### src/rtl/rs232_pkg.sv
// Shared types and helpers for the RS-232 transmit/receive path.
// Latency: n/a (declarations only).
// Backpressure: n/a.
package rs232_pkg;

    typedef enum logic [2:0] {
        IDLE,
        START,
        DATA,
        PAR,
        STOP
    } tx_state_t;

    localparam int unsigned PAR_NONE = 0;
    localparam int unsigned PAR_EVEN = 1;
    localparam int unsigned PAR_ODD  = 2;

    // Parity over up to 9 data bits; unused high bits must be zero so they
    // do not disturb the XOR reduction.
    function automatic logic parity_of(input logic [8:0] data, input int unsigned mode);
        parity_of = (mode == PAR_ODD) ? ~(^data) : (^data);
    endfunction

endpackage

### src/rtl/rs232_tx_framer_if.sv
// Host-side word handshake plus serial line and status of the RS-232 framer.
// Latency: n/a (signal bundle only).
// Backpressure: in_ready gates in_valid; a word moves only when both are 1.
interface rs232_tx_framer_if #(
    parameter int unsigned DATA_BITS = 8
);
    logic [DATA_BITS-1:0] in_data;
    logic                 in_valid;
    logic                 in_ready;
    logic                 tx;
    logic                 busy;
    logic                 start_pulse;
    logic                 stop_pulse;

    // Host / byte source side.
    modport master (
        output in_data, in_valid,
        input  in_ready, tx, busy, start_pulse, stop_pulse
    );

    // Framer side.
    modport slave (
        input  in_data, in_valid,
        output in_ready, tx, busy, start_pulse, stop_pulse
    );
endinterface

### src/rtl/rs232_baud_cnt.sv
// Bit-period timer: counts 0..CLKS_PER_BIT-1 and flags the final clock of each bit.
// Latency: bit_done is high during the last clock of every bit period.
// Backpressure: none; clear holds the count at zero.
module rs232_baud_cnt #(
    parameter int unsigned CLKS_PER_BIT = 16
) (
    input  logic clk,
    input  logic rst_n,
    input  logic clear,
    output logic bit_done,
    // high when the count loaded at the next edge is the terminal one, so
    // callers can register a strobe that lines up with bit_done
    output logic next_done
);
    localparam int unsigned CW = (CLKS_PER_BIT > 1) ? $clog2(CLKS_PER_BIT) : 1;
    localparam logic [CW-1:0] TERM = CW'(CLKS_PER_BIT - 1);

    logic [CW-1:0] cnt_q;
    logic [CW-1:0] cnt_d;

    // Next count: wrap at the terminal value, forced to zero while cleared.
    always_comb begin
        cnt_d = cnt_q + 1'b1;
        if (clear || (cnt_q == TERM)) begin
            cnt_d = '0;
        end
    end

    // Count register.
    always_ff @(posedge clk) begin
        if (!rst_n) begin
            cnt_q <= '0;
        end else begin
            cnt_q <= cnt_d;
        end
    end

    assign bit_done  = (cnt_q == TERM);
    assign next_done = (cnt_d == TERM);

endmodule

### src/rtl/rs232_tx_framer.sv
// Serialises words into start / LSB-first data / optional parity / stop-bit frames.
// Latency: start bit appears on tx one clock after the accepting edge.
// Backpressure: in_ready only in IDLE and in the final clock of the last stop bit.
module rs232_tx_framer
    import rs232_pkg::*;
#(
    parameter int unsigned DATA_BITS    = 8,
    parameter int unsigned CLKS_PER_BIT = 16,
    parameter int unsigned PARITY       = 0,
    parameter int unsigned STOP_BITS    = 1
) (
    input logic             clk,
    input logic             rst_n,
    rs232_tx_framer_if.slave bus
);
    if ((DATA_BITS < 5) || (DATA_BITS > 9)) begin : g_bad_data_bits
        $error("rs232_tx_framer: DATA_BITS must be 5..9");
    end
    if ((STOP_BITS != 1) && (STOP_BITS != 2)) begin : g_bad_stop_bits
        $error("rs232_tx_framer: STOP_BITS must be 1 or 2");
    end
    if (PARITY > PAR_ODD) begin : g_bad_parity
        $error("rs232_tx_framer: PARITY must be 0, 1 or 2");
    end
    if (CLKS_PER_BIT < 1) begin : g_bad_clks
        $error("rs232_tx_framer: CLKS_PER_BIT must be at least 1");
    end

    localparam logic [3:0] LAST_BIT  = 4'(DATA_BITS - 1);
    localparam logic       LAST_STOP = 1'(STOP_BITS - 1);
    localparam logic       HAS_PAR   = (PARITY != PAR_NONE);
    localparam logic       ONE_STOP  = (STOP_BITS == 1);

    tx_state_t            state_q;
    logic [DATA_BITS-1:0] shift_q;
    logic [3:0]           bit_idx_q;
    logic                 stop_idx_q;
    logic                 par_q;
    logic                 tx_q;
    logic                 busy_q;
    logic                 start_pulse_q;
    logic                 stop_pulse_q;

    logic bit_done;
    logic next_done;
    logic last_stop_cycle;
    logic accept;
    logic enter_final_stop;
    logic stop_pulse_d;

    // Counter is parked at zero in IDLE, so every START begins on a fresh bit;
    // all other state entries coincide with a natural wrap.
    rs232_baud_cnt #(
        .CLKS_PER_BIT(CLKS_PER_BIT)
    ) u_baud (
        .clk      (clk),
        .rst_n    (rst_n),
        .clear    (state_q == IDLE),
        .bit_done (bit_done),
        .next_done(next_done)
    );

    // Ready depends only on registered state, never on in_valid.
    assign last_stop_cycle = (state_q == STOP) && bit_done && (stop_idx_q == LAST_STOP);
    assign bus.in_ready    = (state_q == IDLE) || last_stop_cycle;
    assign accept          = bus.in_valid && bus.in_ready;

    // Predict the final clock of the last stop bit one cycle early so the
    // pulse can come straight from a flop.
    always_comb begin
        enter_final_stop = 1'b0;
        case (state_q)
            DATA:    enter_final_stop = (bit_idx_q == LAST_BIT) && !HAS_PAR && ONE_STOP;
            PAR:     enter_final_stop = ONE_STOP;
            STOP:    enter_final_stop = (stop_idx_q != LAST_STOP);
            default: enter_final_stop = 1'b0;
        endcase
        stop_pulse_d = next_done &&
                       ((bit_done && enter_final_stop) ||
                        (!bit_done && (state_q == STOP) && (stop_idx_q == LAST_STOP)));
    end

    // Frame sequencer with registered line and status outputs.
    always_ff @(posedge clk) begin
        if (!rst_n) begin
            state_q       <= IDLE;
            shift_q       <= '0;
            bit_idx_q     <= '0;
            stop_idx_q    <= 1'b0;
            par_q         <= 1'b0;
            tx_q          <= 1'b1;
            busy_q        <= 1'b0;
            start_pulse_q <= 1'b0;
            stop_pulse_q  <= 1'b0;
        end else begin
            start_pulse_q <= 1'b0;
            stop_pulse_q  <= stop_pulse_d;
            if (accept) begin
                // Taken from IDLE or from the last stop clock (back-to-back).
                state_q       <= START;
                shift_q       <= bus.in_data;
                par_q         <= parity_of(9'(bus.in_data), PARITY);
                bit_idx_q     <= '0;
                tx_q          <= 1'b0;
                busy_q        <= 1'b1;
                start_pulse_q <= 1'b1;
            end else if (bit_done) begin
                case (state_q)
                    START: begin
                        state_q   <= DATA;
                        bit_idx_q <= '0;
                        tx_q      <= shift_q[0];
                    end
                    DATA: begin
                        if (bit_idx_q == LAST_BIT) begin
                            if (HAS_PAR) begin
                                state_q <= PAR;
                                tx_q    <= par_q;
                            end else begin
                                state_q    <= STOP;
                                stop_idx_q <= 1'b0;
                                tx_q       <= 1'b1;
                            end
                        end else begin
                            bit_idx_q <= bit_idx_q + 4'd1;
                            shift_q   <= shift_q >> 1;
                            tx_q      <= shift_q[1];
                        end
                    end
                    PAR: begin
                        state_q    <= STOP;
                        stop_idx_q <= 1'b0;
                        tx_q       <= 1'b1;
                    end
                    STOP: begin
                        if (stop_idx_q == LAST_STOP) begin
                            state_q <= IDLE;
                            busy_q  <= 1'b0;
                            tx_q    <= 1'b1;
                        end else begin
                            stop_idx_q <= 1'b1;
                        end
                    end
                    default: begin
                        state_q <= IDLE;
                        busy_q  <= 1'b0;
                        tx_q    <= 1'b1;
                    end
                endcase
            end
        end
    end

    assign bus.tx          = tx_q;
    assign bus.busy        = busy_q;
    assign bus.start_pulse = start_pulse_q;
    assign bus.stop_pulse  = stop_pulse_q;

endmodule

### src/flat_wrapper.sv
// flat-port wrapper written by rule: the top's interface ports become plain ports
module rs232_tx_framer_flat import rs232_pkg::*;
#(
    parameter int unsigned DATA_BITS    = 8,
    parameter int unsigned CLKS_PER_BIT = 16,
    parameter int unsigned PARITY       = 0,
    parameter int unsigned STOP_BITS    = 1
)
  (clk, rst_n, bus_in_data, bus_in_valid, bus_in_ready, bus_tx, bus_busy, bus_start_pulse, bus_stop_pulse);
  rs232_tx_framer_if #(.DATA_BITS(DATA_BITS)) bus_i ();
  input logic clk;
  input logic rst_n;
  input wire logic [$bits(bus_i.in_data)-1:0] bus_in_data;
  input wire logic [$bits(bus_i.in_valid)-1:0] bus_in_valid;
  output wire logic [$bits(bus_i.in_ready)-1:0] bus_in_ready;
  output wire logic [$bits(bus_i.tx)-1:0] bus_tx;
  output wire logic [$bits(bus_i.busy)-1:0] bus_busy;
  output wire logic [$bits(bus_i.start_pulse)-1:0] bus_start_pulse;
  output wire logic [$bits(bus_i.stop_pulse)-1:0] bus_stop_pulse;
  assign bus_i.in_data = bus_in_data;
  assign bus_i.in_valid = bus_in_valid;
  assign bus_in_ready = bus_i.in_ready;
  assign bus_tx = bus_i.tx;
  assign bus_busy = bus_i.busy;
  assign bus_start_pulse = bus_i.start_pulse;
  assign bus_stop_pulse = bus_i.stop_pulse;
  rs232_tx_framer #(.DATA_BITS(DATA_BITS), .CLKS_PER_BIT(CLKS_PER_BIT), .PARITY(PARITY), .STOP_BITS(STOP_BITS)) u_core (.clk(clk), .rst_n(rst_n), .bus(bus_i));
endmodule
### config.mk
export PLATFORM = sky130hd
export DESIGN_NAME = rs232_tx_framer_flat
export DESIGN_NICKNAME = d
export VERILOG_FILES = /design/src/rtl/rs232_pkg.sv /design/src/rtl/rs232_tx_framer_if.sv /design/src/rtl/rs232_baud_cnt.sv /design/src/rtl/rs232_tx_framer.sv /design/src/flat_wrapper.sv
export SDC_FILE = /design/constraint.sdc
export NUM_CORES = 1
export LEC_CHECK = 0
export ABC_CLOCK_PERIOD_IN_PS = 1790
export CAP_MARGIN = 25
export CORE_MARGIN = 1
export CORE_UTILIZATION = 45
export DETAILED_ROUTE_END_ITERATION = 16
export PLACE_DENSITY = 0.76
export SYNTH_ARGS = -nofsm -noshare
export SYNTH_HDL_FRONTEND = slang
export SYNTH_SLANG_ARGS = --single-unit
### constraint.sdc
create_clock -name clk -period 1.79 [get_ports clk]
set_input_delay 0.179 -clock clk [delete_from_list [all_inputs] [get_ports clk]]
set_output_delay 0.179 -clock clk [all_outputs]
set_load 0.005 [all_outputs]
==> results of run 1 <==
## kinds of logic after synthesis
group	Yosys count
AO/OA/AOI/OAI	34
XOR/XNOR	4
adder cells (fa/ha/maj)	2
buffers and inverters	7
flip-flops	23
multiplexers	1
AND/OR/NAND/NOR	50
## power by group
group / internal (mW) / total, mW / switching [mW]
Clock: 0.0869 / 0.239 / 0.152
Sequential: 0.535 / 0.551 / 0.0164
Combinational: 0.0653 / 0.122 / 0.0562
## cell usage in the layout (no fill, tap or decap), types with 4 or more instances in the layout
cell	Yosys	final
nand2_1	4	4
dfxtp_1	23	21
nor3_1	4	4
a21oi_1	16	16
o21ai_0	4	4
a22oi_1	6	6
clkdlybuf4s50_1	0	14
nor2_1	12	11
nor2b_1	4	4
nand3_1	9	9
## worst paths after layout
| kind | from | endpoint | slack (ns) | depth (start not counted) |
|---|---|---|---|---|
| max reg2reg | u_core.state_q[2]$_SDFFE_PP0P_ | u_core.bit_idx_q[3]$_SDFFE_PP0P_ | 0.20 | 4 |
| min | bus_in_data[7] | u_core.shift_q[7]$_SDFFE_PN0P_ | 0.47 | 3 |
| max | u_core.state_q[2]$_SDFFE_PP0P_ | bus_in_ready | 0.15 | 3 |
| min reg2reg | u_core.shift_q[5]$_SDFFE_PN0P_ | u_core.shift_q[5]$_SDFFE_PN0P_ | 0.47 | 2 |
## routing by layer
metal / vias up / GRT usage, %
met5: - / 0
met4: 0 / 8.80
met3: 2 / 5.06
met2: 29 / 29.3
met1: 461 / 25.8
li1: 474 / -
## registers in the layout (all words and copies together) (netlist names)
| register | flops |
|---|---|
| u_core.bit_idx_q | 4 |
| u_core.bus.tx | 1 |
| u_core.u_baud.cnt_q | 4 |
| u_core.bus.busy | 1 |
| u_core.shift_q | 8 |
| u_core.bus.stop_pulse | 1 |
| u_core.bus.start_pulse | 1 |
| u_core.state_q | 3 |
## what timing repair did
action / 4_1_cts / 5_1_grt
endpoints found under the setup margin: 1 / 0
hold buffers: 0 / 0
setup buffers: 1 / 0
resized for setup: 6 / 0
hold endpoints to repair: 0 / 0
## critical path: cells and delay by family (launching register included)
family	cells	cell delay, ns
flip-flops	1	0.60
buffers and inverters	1	0.26
AND/OR/NAND/NOR	2	0.29
## area by class of cell
type,instances,area share [%]
multi-input combinational,91,45.2
timing repair buffer,18,13.4
inverter,2,0.585
tap,28,2.73
sequential,23,36.1
clock buffer,4,2.05
==> metrics.md, run 1 <==
| Metric | Value |
|---|---|
| Status | complete, no violations |
| Pin count of the biggest net entering global routing | 13 |
| Port Buffers | 15 |
| FMAX | approximately 610 MHz |
| Max-cap violation count | 0 |
| Worst hold slack | around 0.47 ns |
| Clk pin slew, worst setup/hold paths | approximately 0.13 ns |
| Yosys reg bits | 23 |
| Number of flops mapped to enable cells by yosys | 0 |
| Power Total | about 910 uW |
| Seq/Total Area, Yosys | between 40% and 50% |
| DR DRC count | 0 |
| Final setup viols | 0 |
| Main combinational cell family by area after synthesis | simple AND/OR/NAND/NOR gates |
| Simple-gate portion of the synthesized area | 26.0% |
| Footprint of the multi-input gates | between 500 and 600 sq um |
| Min cycle time layout | around 1.6 ns |
| DR pass1 iterations | 4 |
| Worst Path Arrival | around 1.5 ns |
| Mapped cell area | roughly 1100 sq um |
| Final GP Congestion | just under 0.8 |
| WP data required | roughly 1.6 ns |
| Synth Flop Type | dfxtp_1 |
| DR vias/cell | around 5.8 |
| Instance area at placement | about 1200 sq um |
| Layout Utilization | between 50% and 60% |
| Top layer in use | met4 |
| Routed WL | approximately 2.3 mm |
| CP Launch Type | register |
| N_diodes | 0 |
| Crit share post-route | between 90% and 100% |
| Worst path slowest cell | dfxtp_1 |
| Dominant cells by area after synthesis | dfxtp_1 (43%), a21oi_1 (7.5%), nand3_1 (4.2%) |
| Vias in the first global route | between 800 and 900 |
| Synth Area in Adders | 2.33% |
| Setup TNS | 0 ns |
| Clock root buffer | clkbuf_4 |
| Ports | 16 |
| Number of CTS-inserted buffers | 3 |
| CP cell instances | nand2_1 -> and2_1 -> dlygate4sd2_1 |
| Met3 Routed Length | between 90 and 100 um |
| Core area | roughly 2200 sq um |
| Initial antenna violation count | 0 |
| Vias | around 970 |
| FILL cells | 212 |
| Synth Area in Compound Gates | between 20 and 25% |
| Relative slew slack | between 70 and 80% |
| Synth cell count leaders | dfxtp_1 (23), a21oi_1 (16), nor2_1 (12), nand3_1 (9), a22oi_1 (6) |
| GRT Total Usage | about a fifth |
| Synth cell types | 36 |
| Mux contribution to synthesized area | 0.933% |
| Routed met2 length | 1.14 mm |
| Final nets | between 150 and 200 |
| Syn avg cell area | just under 9 sq um |
| Initial Util | about half |
| CTS max path bufs | 2 |
| Synth area leader | dfxtp_1 |
| Setup ws final | 0.154 ns |
| Global-route wire length before repair | between 3 and 4 mm |
| YS warnings | 0 |
| DR iter-0 viols | 33 |
| Final hold viol count | 0 |
| Syn Nets | between 100 and 150 |
| Detailed Place HPWL | 1.60 mm |
| Fin Clk Skew | about 0.0051 ns |
| Post-Syn Instances | around 120 |
| Pre-CTS WS | 0.0194 ns |
| PwrDens | slightly above 700 nW/um^2 |
| Clock latency on the worst-skew pair | ~0.31 ns |
| Row Count | 17 |
| Max Slew Vio Count | 0 |
| Critical path peak fanout | 11 |
| Horiz. Die Dim | around 50 um |
| Post-synth ARST share | 0% |
| Layout overhead on the synthesized area | 19.6% |
| Xor/xnor share of the synthesized area | 3.27% |
| Class of the tightest hold or removal check | primary input to register |
| Post-layout instance area | between 1000 and 1500 sq um |
| Worst-Margin Slew | about 0.42 ns |
| DR WL/cell | around 14 um |
| Critical setup path kind | register to output port |
| Cells after DPL | about 160 |
| Setup crit end kind | output port |
| Count leader, synth | dfxtp_1 |
| Overall die area | 2580 sq um |
| CTS tree | done |
| Post-synth top area share | 42.9% |
| Crit-path max cell delay | 0.60 ns |
| GRT overflow | 0 |
| RSZ-0062 raised after global routing | no |
| Leak Pwr | 0.461 nW |
| H-tree levels | 1 |
| Die H | 50.8 um |
| Register area | 463 sq um |
| ANT nets after route | 0 |
| Clock sinks | 23 |
| Worst vdd ir | around 0.46 mV |
| Post-Layout Cell Count | 166 |
| Met1 Wirelength | 1.06 mm |
| Share of layout cells above drive strength 1 | a little under an eighth |
Note: power is estimated with default switching activity, not from simulation.
==> run 2, diff against run 1 <==
--- a/config.mk
+++ b/config.mk
@@ -10,7 +10,7 @@
 export CORE_MARGIN = 1
 export CORE_UTILIZATION = 45
 export DETAILED_ROUTE_END_ITERATION = 16
-export PLACE_DENSITY = 0.76
+export PLACE_DENSITY_LB_ADDON = 0.25
 export SYNTH_ARGS = -nofsm -noshare
 export SYNTH_HDL_FRONTEND = slang
 export SYNTH_SLANG_ARGS = --single-unit
==> run 2 against run 1 <==
  * Hold slack got worse by 0.023 ns
  * Critical path depth increased by 2
  * Sequential share of layout area decreased by 0.086 points
  * Non-clock buffer count increased by 1
  * Design area increased by 0.78%
  * Setup slack improved by 0.042 ns
  * Fmax increased by 2.6%
  * Global-route usage decreased by 0.73 points
  * First-iteration DRC count decreased by 24%
  * Largest power group unchanged
  * Critical endpoint unchanged
  * Combinational power about the same
==> metrics.md, run 2 (synthesis gave the netlist of run 1 again) <==
| Metric | Value |
|---|---|
| Status | complete, no violations |
| WP data required | between 1.5 and 2 ns |
| Crit share post-route | 89.1% |
| Leak Pwr | ~0.47 nW |
| Layout overhead on the synthesized area | 20.5% |
| DR pass1 iterations | 4 |
| Class of the tightest hold or removal check | primary input to register |
| Crit path max-delay family | flip-flops |
| Global-route wire length before repair | 3.61 mm |
| Ports | 16 |
| Final hold viol count | 0 |
| Min cycle time layout | between 1.5 and 2 ns |
| PwrDens | 705 nW/um^2 |
| CP cell instances | ha_4 -> nand3_1 -> nand2_1 -> and2_1 -> dlygate4sd2_1 |
| CTS tree | done |
| Worst path slowest cell | dfxtp_4 |
| Overall die area | about 2600 sq um |
| # hold bufs at CTS | 0 |
| Power Total | 912 uW |
| Pre-CTS WS | approximately 0.024 ns |
| Setup crit end kind | output port |
| Post-Layout Cell Count | 167 |
| GRT overflow | 0 |
| ANT nets after route | 0 |
| Clk pin slew, worst setup/hold paths | between 0.1 and 0.15 ns |
| Biggest register | u_core.shift_q |
| H-tree levels | 1 |
| Commonest non-fill, non-tap cells in the layout | dfxtp_1 (21), a21oi_1 (16), clkdlybuf4s50_1 (14) |
| Final setup viols | 0 |
| Die H | 50.8 um |
| Port Buffers | 15 |
| RSZ-0062 raised after global routing | no |
| DR iter-0 viols | 25 |
| Worst-Margin Slew | around 0.36 ns |
| DR vias/cell | between 5 and 6 |
| Vias in the first global route | 844 |
| Setup TNS | 0 ns |
| Number of CTS-inserted buffers | 3 |
| Top flop regs | u_core.shift_q: 8 flops, u_core.bit_idx_q: 4 flops, u_core.u_baud.cnt_q: 4 flops |
| Detailed Place HPWL | 1.59 mm |
| Routed WL | around 2.2 mm |
| Hold path cells | 3 |
| Critical setup path kind | register to output port |
| Clock root buffer | clkbuf_4 |
| Fin Clk Skew | ~0.0054 ns |
| Max-cap violation count | 0 |
| Critical path peak fanout | 4 |
| Clock sinks | 23 |
| Worst vdd ir | roughly 0.55 mV |
| Commonest non-fill, non-tap cell in the layout | dfxtp_1 |
| DR DRC count | 0 |
| Setup ws final | roughly 0.20 ns |
| Max Slew Vio Count | 0 |
| Worst Path Arrival | around 1.4 ns |
| Horiz. Die Dim | 50.8 um |
| Initial antenna violation count | 0 |
| Cells after DPL | 162 |
| N_diodes | 0 |
| Clock latency on the worst-skew pair | 0.31 ns |
| Pin count of the biggest net entering global routing | 13 |
| Row Count | 17 |
| Share of layout cells above drive strength 1 | 12.2% |
| Core area | 2230 sq um |
| Reg2reg path depth | 4 |
| CP Launch Type | register |
| Final GP Congestion | approximately 0.81 |
| FMAX | 627 MHz |
| DR WL/cell | around 13 um |
| WP depth | 5 |
| Initial Util | between 40% and 50% |
| Vias | 919 |
| Relative slew slack | between 70% and 80% |
| CTS max path bufs | 2 |
| Largest register FFs | 8 |
| Layout Utilization | slightly below 60% |
| GRT Total Usage | 18.7% |
| CP Buf/Inv Count | 1 |
| Crit-path max cell delay | 0.37 ns |
| Final nets | between 150 and 200 |
## run 2: timing repair
action,CTS,global route
endpoints found under the setup margin,1,0
setup buffers,1,0
gates resized for setup,7,0
## run 2: worst register-to-register path, cell delays in order, from the launching register on
cell and delay (ns):
dfxtp_1 0.56, xor2_1 0.25, nand3_2 0.12, or3_1 0.33, a211oi_2 0.25
## run 2: power by group
part	internal [mW]	switching, mW	total, mW
clock network	0.0872	0.154	0.241
registers	0.534	0.0166	0.551
logic	0.0654	0.0546	0.120
total	0.687	0.225	0.912
## run 2: final timing paths
check / startpoint / to / slack (ns)
worst max register to register: u_core.state_q[1]$_SDFFE_PP0P_ / u_core.bit_idx_q[3]$_SDFFE_PP0P_ / 0.20
worst min-delay path: bus_in_data[7] / u_core.shift_q[7]$_SDFFE_PN0P_ / 0.44
worst max-delay path: u_core.u_baud.cnt_q[0]$_SDFF_PN0_ / bus_in_ready / 0.20
worst min register to register: u_core.shift_q[5]$_SDFFE_PN0P_ / u_core.shift_q[5]$_SDFFE_PN0P_ / 0.46
## run 2: layout make-up
| type | count | area, sq um |
|---|---|---|
| multi-input combinational | 91 | 579 |
| tap | 28 | 35.0 |
| clock buffer | 4 | 26.3 |
| fill | 215 | 941 |
| timing repair buffer | 19 | 179 |
| inverter | 2 | 7.51 |
| sequential | 23 | 465 |
## run 2: metal layers
metal,routed length [um],up-vias,global-route usage (%)
met5,0,-,0
met4,34,0,8.33
met3,77,5,1.79
met2,1040,23,30.9
met1,1030,413,24.6
li1,-,478,-
## run 2: through the flow
step	cell area [sq um]	hold slack, ns
finish	1290	0.444
global route	1290	0.491
CTS	1290	0.447
detailed placement	1240	0.449
global placement	1240	0.440
floorplan	1070	0.250
==> run 3, diff against run 2 <==
--- a/config.mk
+++ b/config.mk
@@ -7,7 +7,8 @@
 export LEC_CHECK = 0
 export ABC_CLOCK_PERIOD_IN_PS = 1790
 export CAP_MARGIN = 25
-export CORE_MARGIN = 1
+export CORE_ASPECT_RATIO = 0.9
+export CORE_MARGIN = 4
 export CORE_UTILIZATION = 45
 export DETAILED_ROUTE_END_ITERATION = 16
 export PLACE_DENSITY_LB_ADDON = 0.25
==> run 3 against run 2 <==
  * Fmax is 6.7% lower
  * Power is 0.74% higher
  * Sequential power hardly changed
  * Register-to-register slack worse by 0.11 ns
  * Non-clock buffer count is 7 higher
  * Flip-flop and latch count stayed put
  * Hold slack better by 0.013 ns
  * Setup slack worse by 0.11 ns
  * Highest routed layer unchanged
  * Via count is 6.1% higher
  * Sequential share of layout area is 1.7 points lower
==> metrics.md, run 3 (synthesis gave the netlist of run 1 again) <==
| Metric | Value |
|---|---|
| Largest register FFs | 8 |
| Leak Pwr | roughly 0.50 nW |
| Vias in the first global route | 896 |
| Layout Utilization | 60.9% |
| Final GP Congestion | slightly above 0.7 |
| Max Slew Vio Count | 0 |
| Relative slew slack | between 70% and 80% |
| Register area | approximately 460 sq um |
| Status | complete, no violations |
| DR WL/cell | roughly 14 um |
| H-tree levels | 1 |
| CP Launch Point | u_core.u_baud.cnt_q[1]$_SDFF_PN0_ |
| DR iter-0 viols | 24 |
| CTS max path bufs | 2 |
| Commonest non-fill, non-tap cell in the layout | dfxtp_1 |
| Overall die area | about 3200 sq um |
| GRT Total Usage | between 15 and 20% |
| Clock root buffer | clkbuf_4 |
| N_diodes | 0 |
| Top flop regs | u_core.shift_q: 8 flops, u_core.bit_idx_q: 4 flops, u_core.u_baud.cnt_q: 4 flops |
| Setup ws final | roughly 0.08 ns |
| Max-cap violation count | 0 |
| Footprint of the multi-input gates | 588 sq um |
| Horiz. Die Dim | ~60 um |
| DR vias/cell | between 5 and 6 |
| Crit share post-route | 95.4% |
| Global-route wire length before repair | between 4 and 5 mm |
| DR DRC count | 0 |
| Pre-CTS WS | a little over 0.03 ns |
| GRT overflow | 0 |
| Clock sinks | 23 |
| Final setup viols | 0 |
| Min cycle time layout | roughly 1.7 ns |
| Critical setup path kind | register to register |
| FMAX | 585 MHz |
| FILL cells | 196 |
| Final nets | 160 |
| ANT nets after route | 0 |
| Reg2reg path depth | 11 |
| Initial antenna violation count | 0 |
| Setup crit end kind | register |
| Final hold viol count | 0 |
| DR pass1 iterations | 4 |
| Die H | 54.3 um |
| CP Launch Type | register |
| PwrDens | just under 700 nW/um^2 |
| Number of CTS-inserted buffers | 3 |
| Clock latency on the worst-skew pair | roughly 0.31 ns |
| WP data required | approximately 2.0 ns |
| Worst vdd ir | approximately 0.74 mV |
| Instance area at placement | ~1200 sq um |
| Worst-Margin Slew | ~0.35 ns |
| Worst Setup EP | u_core.state_q[2]$_SDFFE_PP0P_ |
| Reg2Reg Capture Point | u_core.state_q[2]$_SDFFE_PP0P_ |
| Ports | 16 |
| Detailed Place HPWL | between 1.5 and 2 mm |
| Row Count | 16 |
| Class of the tightest hold or removal check | primary input to register |
| Worst Path Arrival | a little under 2 ns |
| Biggest register | u_core.shift_q |
| Routed WL | 2.38 mm |
| CTS tree | done |
| Post-layout instance area | 1350 sq um |
| Share of layout cells above drive strength 1 | between 10% and 20% |
| Reg2Reg Setup Slack | just over 0.08 ns |
| Clk pin slew, worst setup/hold paths | about 0.13 ns |
| Initial Util | between 40% and 50% |
| Commonest non-fill, non-tap cells in the layout | dfxtp_1 (20), a21oi_1 (15), clkdlybuf4s50_1 (14) |
| Layout overhead on the synthesized area | 26.1% |
| Worst flop-to-flop path startpoint | u_core.u_baud.cnt_q[1]$_SDFF_PN0_ |
| Core area | about 2200 sq um |
| Fin Clk Skew | 0.00163 ns |
| Pin count of the biggest net entering global routing | 14 |
| Port Buffers | 15 |
| Critical path peak fanout | 4 |
| Vias | a little under 1,000 |
## run 3: cell types whose count changed in the layout (fill, tap and decap cells not counted), sizes merged
cell | previous run | this run
clkbuf | 4 | 3
clkinv | 1 | 2
buf | 4 | 11
## run 3: layout make-up
| class | count | share of cell area (%) |
|---|---|---|
| multi-input cells | 91 | 43.5 |
| flip-flops and latches | 23 | 34.3 |
| repair buffers | 26 | 17.1 |
| well taps | 27 | 2.50 |
| clock buffers | 3 | 1.67 |
| inverters | 2 | 0.555 |
| clock inverters | 1 | 0.370 |
## run 3: timing repair
item / CTS / global route
gates resized for setup: 7 / 2
buffers inserted: 9 / 1
pin swaps: 0 / 1
endpoints found under the setup margin: 1 / 1
hold buffers: 0 / 0
## run 3: power by group
part           leakage (nW)  switching, mW  internal, mW
Combinational         0.291         0.0551        0.0658
Sequential            0.190         0.0159         0.535
Clock                0.0177          0.163        0.0836
Total                 0.498          0.234         0.684
## run 3: worst max-delay path, cell delays in order, from the launching register on
cell and delay, ns:
dfxtp_2 0.36, ha_4 0.17, nand3_2 0.07, nand2_1 0.07, buf_4 0.14, buf_4 0.12, buf_4 0.11, buf_4 0.12
buf_4 0.12, buf_4 0.12, buf_4 0.13, a21oi_2 0.11
## run 3: worst min-delay path by stage
stage | endpoint | start | depth (start not counted)
finish | u_core.shift_q[3]$_SDFFE_PN0P_ | bus_in_data[3] | 3
global route | u_core.shift_q[3]$_SDFFE_PN0P_ | bus_in_data[3] | 3
floorplan | u_core.bus.tx$_SDFFE_PN1P_ | rst_n | 1
CTS | u_core.shift_q[3]$_SDFFE_PN0P_ | bus_in_data[3] | 3
global placement | u_core.shift_q[5]$_SDFFE_PN0P_ | u_core.shift_q[5]$_SDFFE_PN0P_ | 2
detailed placement | u_core.shift_q[5]$_SDFFE_PN0P_ | u_core.shift_q[5]$_SDFFE_PN0P_ | 2
## run 3: per-stage QoR
step / power (mW) / hold slack [ns] / std cells / setup TNS [ns]
after global placement: 0.677 / 0.440 / 160 / 0
after detailed placement: 0.678 / 0.444 / 160 / 0
after global routing: 0.967 / 0.446 / 173 / -0.00951
final: 0.918 / 0.457 / 173 / 0
after floorplan: 0.630 / 0.250 / 121 / 0
after CTS: 0.924 / 0.457 / 173 / 0
## run 3: per-layer routing
metal	GRT usage, %	up-vias	part of all wire [%]
met5	0	-	0
met4	3.40	0	0.76
met3	4.95	2	2.9
met2	27.5	12	49
met1	21.2	473	47
li1	-	488	-
